## src/rtl/input_load_ctrl.sv

```systemverilog
// rtl/input_load_ctrl.sv - word-input load sequencer: request, capture and write words to memory
// Stops after the latched count, on per-word timeout, or on abort.
module input_load_ctrl #(
    parameter int DATA_W  = 32,
    parameter int ADDR_W  = 8,
    parameter int TIMEOUT = 16
) (
    input  logic              clk,
    input  logic              rst_n,
    input  logic              go,
    input  logic              abort,
    input  logic [ADDR_W-1:0] base_addr,
    input  logic [ADDR_W:0]   word_count,
    output logic              in_start,
    input  logic              in_valid,
    input  logic [DATA_W-1:0] in_data,
    output logic              mem_we,
    output logic [ADDR_W-1:0] mem_addr,
    output logic [DATA_W-1:0] mem_wdata,
    output logic              busy,
    output logic              done,
    output logic              err,
    output logic [ADDR_W:0]   loaded
);

    localparam int TW = (TIMEOUT > 1) ? $clog2(TIMEOUT) : 1;
    localparam logic [TW-1:0]     TIMER_LAST = TW'(TIMEOUT - 1);
    localparam logic [TW-1:0]     TIMER_ONE  = TW'(1);
    localparam logic [ADDR_W:0]   CNT_ONE    = (ADDR_W + 1)'(1);
    localparam logic [ADDR_W-1:0] PTR_ONE    = ADDR_W'(1);

    typedef enum logic [2:0] {
        S_IDLE,
        S_REQ,
        S_WAIT,
        S_WRITE,
        S_DONE
    } state_t;

    state_t            state_q, state_d;
    logic [ADDR_W-1:0] ptr_q, ptr_d;
    logic [ADDR_W:0]   remaining_q, remaining_d;
    logic [ADDR_W:0]   loaded_q, loaded_d;
    logic [TW-1:0]     timer_q, timer_d;
    logic [DATA_W-1:0] wdata_q, wdata_d;
    logic              err_q, err_d;

    always_comb begin
        state_d     = state_q;
        ptr_d       = ptr_q;
        remaining_d = remaining_q;
        loaded_d    = loaded_q;
        timer_d     = timer_q;
        wdata_d     = wdata_q;
        err_d       = err_q;
        case (state_q)
            S_IDLE: begin
                if (go) begin
                    ptr_d       = base_addr;
                    remaining_d = word_count;
                    loaded_d    = '0;
                    err_d       = 1'b0;
                    state_d     = (word_count != '0) ? S_REQ : S_DONE;
                end
            end
            S_REQ: begin
                timer_d = '0;
                if (abort) begin
                    err_d   = 1'b1;
                    state_d = S_DONE;
                end else begin
                    state_d = S_WAIT;
                end
            end
            S_WAIT: begin
                // abort outranks both a same-cycle valid and the timeout
                if (abort) begin
                    err_d   = 1'b1;
                    state_d = S_DONE;
                end else if (in_valid) begin
                    wdata_d = in_data;
                    state_d = S_WRITE;
                end else if (timer_q == TIMER_LAST) begin
                    err_d   = 1'b1;
                    state_d = S_DONE;
                end else begin
                    timer_d = timer_q + TIMER_ONE;
                end
            end
            S_WRITE: begin
                ptr_d       = ptr_q + PTR_ONE;
                remaining_d = remaining_q - CNT_ONE;
                loaded_d    = loaded_q + CNT_ONE;
                if (abort) begin
                    err_d   = 1'b1;
                    state_d = S_DONE;
                end else begin
                    state_d = (remaining_q == CNT_ONE) ? S_DONE : S_REQ;
                end
            end
            S_DONE: begin
                state_d = S_IDLE;
            end
            default: begin
                state_d = S_IDLE;
            end
        endcase
    end

    always_ff @(posedge clk or negedge rst_n) begin
        if (!rst_n) begin
            state_q     <= S_IDLE;
            ptr_q       <= '0;
            remaining_q <= '0;
            loaded_q    <= '0;
            timer_q     <= '0;
            wdata_q     <= '0;
            err_q       <= 1'b0;
        end else begin
            state_q     <= state_d;
            ptr_q       <= ptr_d;
            remaining_q <= remaining_d;
            loaded_q    <= loaded_d;
            timer_q     <= timer_d;
            wdata_q     <= wdata_d;
            err_q       <= err_d;
        end
    end

    assign in_start  = (state_q == S_REQ);
    assign mem_we    = (state_q == S_WRITE);
    assign mem_addr  = mem_we ? ptr_q : '0;
    assign mem_wdata = mem_we ? wdata_q : '0;
    assign busy      = (state_q != S_IDLE);
    assign done      = (state_q == S_DONE);
    assign err       = err_q;
    assign loaded    = loaded_q;

endmodule

```

## config.mk

```make
export PLATFORM = sky130hd
export DESIGN_NAME = input_load_ctrl
export DESIGN_NICKNAME = d
export VERILOG_FILES = /design/src/rtl/input_load_ctrl.sv
export SDC_FILE = /design/constraint.sdc
export NUM_CORES = 1
export LEC_CHECK = 0
export CAP_MARGIN = 10
export CORE_ASPECT_RATIO = 0.75
export CORE_MARGIN = 2
export CORE_UTILIZATION = 57
export DETAILED_ROUTE_END_ITERATION = 12
export DONT_BUFFER_PORTS = 1
export MAX_ROUTING_LAYER = met4
export PLACE_DENSITY = 0.75
export SLEW_MARGIN = 25
export SYNTH_ARGS = -nofsm -noshare
export SYNTH_HDL_FRONTEND = slang
export SYNTH_SLANG_ARGS = --single-unit
```

## constraint.sdc

```tcl
create_clock -name clk -period 2 [get_ports clk]
set_input_delay 0.3 -clock clk [delete_from_list [all_inputs] [get_ports clk]]
set_output_delay 0.3 -clock clk [all_outputs]
set_load 0.1 [all_outputs]
```

==> metrics.txt, run 1 <==
outcome=finished with violations; failing checks=negative setup slack; synthesis warning total=0; most numerous cell on the critical path=buf_6; Setup crit end kind=output port; Total Wirelength=8.80 mm; synthesis-stage register bit count=66; clock skew=0.00797 ns; vias in the first global route=2599; gpl congestion=0.898; Crit Path Category=flop to output port; CTS tree=yes; Hold Path Class=primary input to flop; CP max-delay cell=dfrtp_1; Num CTS Buffers=9; LEAKAGE=2.00 nW; die span in y=69.7 um; placed insts=411; ranking of synthesized cells by area=dfrtp_1 50%, mux2_2 10%, and2_1 7.6%; first-pass GRT wire length=12.9 mm; drt wl/cell=19.7 um; largest net degree at the start of global routing=67; final hold viol count=0; Max Buffers Root-to-Sink=2; Async SR Flop Fraction=100%; most common library cell in the layout ignoring fill and taps=dfrtp_1; leading area contributor after synthesis=dfrtp_1; residual DRC count=0; CP required=1.70 ns; CP startpoint kind=flop; area delta synth->final=33.8%; # port buffers=0; pwr dens=1540 nW/um2; ys flop type=dfrtp_1; core area=5440 um2; crit path buf inv count=4; total negative slack=-0.612 ns; 1st-iter DRT viols=112; Congestion Overflow GR=0; Reg2Reg Setup Slack=0.02 ns; syn avg cell area=10.5 um2; Net count, final=426; most frequent cells in the layout=66 x dfrtp_1, 38 x and2_4, 33 x nand2_1; num ports=108; synthesized area=3280 um2; initial antenna violation count=0; cells after synthesis=314; area share of the largest cell type after synthesis=50.3%; RSZ-0062 raised after global routing=yes; Fmax=0.492 GHz; CP top delay family=buffers and inverters; sequential area share after synthesis=50.3%; Hold EP=remaining_q[8]; Initial Utilization=60.4%; CP max FO=7; post-place setup slack=0.0811 ns; worst-margin pin slew=0.509 ns; CP cell instances=buf_6 -> nand3b_1 -> buf_6 -> clkinv_8 -> clkbuf_16 -> and2_4; clk_lat worst skew=0.35 ns; Antenna Nets Post-Route=0; critical path's largest stage delay=0.40 ns; Max IR drop VDD=0.000794 V; Initial DRT Pass Iterations=4; worst path arrival time=1.73 ns; number of diodes=0; EDFF count, synth=0; clock sinks=66; Final HPWL DP=5.37 mm; count of non-filler cells in the finished layout=447; max_cap viols=0; post-synthesis net count=373; post-route setup slack=-0.0324 ns; post-synthesis cell type count=48; Die W=91.6 um; # setup viols final=36; Final Max Slew Viols=0; Reg2Reg Depth=5; Max H-tree Level=3; HP Start=word_count[8]; via count=2702; post-DR vias/cell=6.04; row cnt=23; RR Endpoint=timer_q[3]; GRT Total Usage=26.6%; # fillers=305; Min-Delay Path Depth=2; clock period minus worst slack=2.03 ns; die area=6390 um2; Slew headroom=65.9%; Reg-to-Reg Start=state_q[2]; Tcrit/Tclk final=102%; layout cell share with drive strength beyond 1=41.1%; clk slew on worst S/H paths=0.08 ns; root buffer cell=clkbuf_8
-- Yosys cell counts, types with 3 or more instances --
master,count
nor2_1,16
and3_1,4
nand2_1,34
inv_1,6
o21ai_0,15
dfrtp_1,66
buf_2,6
nand3b_1,3
o311ai_0,4
nor3_1,5
and2_1,40
nand4_1,3
o211ai_1,12
nand3_1,10
o31ai_1,4
a21oi_1,5
ha_1,5
mux2_2,30
or3_1,4
clkbuf_1,9
-- through the flow --
step | total power, mW | util, % | cell area (um2) | hold slack, ns
2_1_floorplan | 4.49 | - | 3380 | 0.00441
3_3_place_gp | 5.03 | 70.6 | 3840 | 0.00588
3_5_place_dp | 5.14 | 70.6 | 3840 | 0.00615
4_1_cts | 6.39 | 75.9 | 4130 | 0.0594
5_1_grt | 7.07 | 80.8 | 4390 | 0.0655
6_report | 6.76 | 80.8 | 4390 | 0.0581
-- worst max-delay path by stage --
stage	startpoint	end	slack (ns)	cells after the start
2_1_floorplan	state_q[2]	mem_wdata[23]	-0.04	5
3_3_place_gp	state_q[0]	timer_q[3]	0.14	4
3_5_place_dp	state_q[0]	timer_q[3]	0.08	4
4_1_cts	state_q[2]	mem_wdata[1]	-0.07	6
5_1_grt	state_q[2]	mem_wdata[17]	-0.09	6
6_report	state_q[2]	mem_wdata[17]	-0.03	6
-- logic make-up after synthesis --
kind of cell             share of synthesized area, %
flip-flops                                       50.3
adder cells (fa/ha/maj)                          1.91
buffers and inverters                            3.09
AND/OR/NAND/NOR                                  21.4
XOR/XNOR                                        0.267
AO/OA/AOI/OAI                                    11.8
multiplexers                                     11.3
-- layout make-up --
| class | count | area [um2] | area share [%] |
|---|---|---|---|
| clock buffers | 9 | 124 | 2.82 |
| flip-flops and latches | 66 | 1650 | 37.6 |
| repair inverters | 1 | 16.3 | 0.370 |
| well taps | 75 | 93.8 | 2.14 |
| inverters | 7 | 38.8 | 0.883 |
| multi-input cells | 225 | 1650 | 37.4 |
| clock inverters | 7 | 77.6 | 1.77 |
| repair buffers | 57 | 747 | 17.0 |
-- flip-flops by register name, indices dropped and copies added (netlist names) --
signal,count
err,1
loaded,9
ptr_q,8
remaining_q,9
state_q,3
timer_q,4
wdata_q,32
-- power by group --
group | internal (mW) | switching, mW
sequential | 1.87 | 0.401
combinational | 1.25 | 2.09
clock | 0.583 | 0.576
total | 3.70 | 3.06
-- metal layers --
layer | GRT usage [%] | vias up | wire length [um]
met3 | 9.24 | 20 | 697
li1 | - | 1232 | -
met1 | 34.3 | 1327 | 3540
met2 | 39.9 | 123 | 4380
met4 | 7.91 | 0 | 178
met5 | - | - | 0
-- repair_timing --
action | CTS | global route
gates cloned | 0 | 5
resized for setup | 10 | 30
buffers inserted | 2 | 12
pin swaps | 24 | 9
endpoints found under the setup margin | 39 | 43
hold endpoints to repair | 66 | 0
hold buffers | 2 | 0
No activity file was read; power rests on OpenSTA's default activity.
==> run 2: changes to the inputs <==
Settings changed: CORE_MARGIN 2 to 3.
==> metrics.txt, run 2 (synthesis results as in run 1) <==
outcome=completed; CP required=1.70 ns (about the same); post-DR vias/cell=5.94 (-1.8%); clk_lat worst skew=0.34 ns (about the same); clock sinks=66 (unchanged); Max H-tree Level=3 (unchanged); Net Sw Power=2.89 mW (-5.5%); first-pass GRT wire length=12.7 mm (-1.6%); switching share of power=44.8% (-0.47 points); number of diodes=0 (unchanged); Tcrit/Tclk final=97.6% (-4.1 points); Slew headroom=73.2% (+7.2 points); layout cell share with drive strength beyond 1=39.7% (-1.5 points); Final Max Slew Viols=0 (unchanged); worst path arrival time=1.65 ns (-0.08 ns); Max IR drop VDD=0.000770 V (-2.9%); RR Endpoint=ptr_q[3]; Setup crit end kind=output port; area delta synth->final=27.5%; RSZ-0062 raised after global routing=yes; max reg flops=32 (unchanged); clock period minus worst slack=1.95 ns (-0.0811 ns); critical path's largest stage delay=0.41 ns (about the same); row cnt=23 (unchanged); CTS tree=yes; Fmax=0.512 GHz (+4.2%); die span in y=71.7 um (+2.9%); die area=6720 um2 (+5.1%); met3 WL=668 um (-4.2%); via count=2600 (-3.8%); Net count, final=417 (-2.1%); most common library cell in the layout ignoring fill and taps=dfrtp_1; worst-margin pin slew=0.399 ns (-0.110 ns); GRT Total Usage=25.3% (-1.3 points); largest net degree at the start of global routing=67 (unchanged); Congestion Overflow GR=0 (unchanged); max_cap viols=0 (unchanged); initial antenna violation count=0 (unchanged); Sequential Power Share=34.9% (+1.3 points); CP startpoint kind=flop; final hold viol count=0 (unchanged); placed insts=413 (+0.49%); Crit Path Category=flop to output port; gpl congestion=0.865 (-3.7%); top routing layer used=met4; Final Core Density=76.5% (-4.2 points); LEAKAGE=1.91 nW (-4.3%); count of non-filler cells in the finished layout=438 (-2.0%); CP max-delay cell=dfrtp_1; Reg-to-Reg Start=state_q[0]; drt wl/cell=17.8 um (-9.7%); Antenna Nets Post-Route=0 (unchanged); Hold Path Class=primary input to flop; Reg with most FFs=wdata_q; post-place instance area=3840 um2 (about the same); metal2 WL=3.82 mm (-13%); clock skew=0.00678 ns (-0.00118 ns); Clk pwr share=17.4% (+0.2 points); 1st-iter DRT viols=152 (+36%); Reg2Reg Depth=5 (unchanged); pwr dens=1540 nW/um2 (+0.21%); Max Buffers Root-to-Sink=2 (unchanged); num ports=108 (unchanged); Reg2Reg Setup Slack=0.07 ns (+0.05 ns); Logic pwr share=47.7% (-1.6 points); Initial DRT Pass Iterations=4 (unchanged); most frequent cells in the layout=65 x dfrtp_1, 34 x nand2_1, 31 x and2_4, 31 x buf_4, 30 x mux2_2; core area=5470 um2 (+0.53%); HP Start=word_count[8]; CP max FO=15 (+8); design area=4190 um2 (-4.8%); Min-Delay Path Depth=2 (unchanged); residual DRC count=0 (unchanged); Hold EP=remaining_q[8]; vias in the first global route=2613 (+0.54%); clk slew on worst S/H paths=0.08 ns (about the same); CP cell instances=nand3b_1 -> clkinv_4 -> buf_8 -> and2_4; # port buffers=0 (unchanged); met1 WL=3.23 mm (-8.8%); Final HPWL DP=5.60 mm (+4.3%); Total Wirelength=7.79 mm (-11%); Die W=93.6 um (+2.2%); Int Pwr=3.56 mW (-3.7%); Initial Utilization=60.0% (-0.32 points); root buffer cell=clkbuf_8; Num CTS Buffers=9 (unchanged); # setup viols final=0 (-100%)
==> run 2: changes by cell type in the layout (fill, tap and decap cells not counted), sizes merged <==
cell and delta:
buf -5, clkbuf -3, clkinv +1, clkinvlp -1, inv -1
==> run 2: layout make-up <==
type	instances	area, um2
clock buffer	9	124
clock inverter	7	78.8
fill	365	1280
inverter	7	31.3
multi-input combinational	225	1630
sequential	66	1650
tap	75	93.8
timing repair buffer	49	577
==> run 2: stage by stage <==
stage          hold WS [ns]  setup WS [ns]  power (mW)  TNS, ns
2_1_floorplan       0.00441        -0.0351        4.49   -0.281
3_3_place_gp        0.00589          0.133        5.04        0
3_5_place_dp        0.00608          0.100        5.15        0
6_report             0.0698         0.0486        6.45        0
4_1_cts              0.0520         0.0125        6.37        0
5_1_grt              0.0591        -0.0406        6.82    -1.16
==> run 2: power groups by stage <==
stage                     Combinational [mW]  Sequential (mW)  Clock (mW)
after floorplan                         2.19             2.30           0
final                                   3.08             2.25        1.12
after global routing                    3.30             2.32        1.21
after detailed placement                2.89             2.26           0
after global placement                  2.82             2.22           0
after CTS                               2.99             2.23        1.15
==> run 2: worst max path at each step <==
stage | startpoint | end | slack (ns) | cells past startpoint
global route | state_q[2] | mem_addr[1] | -0.04 | 5
finish | state_q[2] | mem_wdata[30] | 0.05 | 4
floorplan | state_q[2] | mem_wdata[23] | -0.04 | 5
detailed placement | state_q[0] | ptr_q[3] | 0.10 | 5
global placement | state_q[2] | timer_q[3] | 0.13 | 4
CTS | state_q[2] | mem_addr[2] | 0.01 | 5
==> run 2: what timing repair did <==
item / in CTS / in global routing
hold endpoints to repair: 66 / 0
resized for setup: 3 / 14
hold buffers: 2 / 0
setup endpoints to repair: 37 / 40
pin swaps: 2 / 26
buffers inserted: 5 / 3
==> run 2: critical path, delay by kind of cell, from the launching register on <==
| family | cells | cell delay, ns |
|---|---|---|
| flops | 1 | 0.41 |
| buf+inv | 2 | 0.29 |
| simple gates | 2 | 0.60 |
==> run 2: routing by layer <==
layer,vias to the layer above,global-route usage (%)
met1,1272,31.6
met2,104,37.5
met3,11,10.5
met4,0,8.81
met5,-,-
li1,1213,-
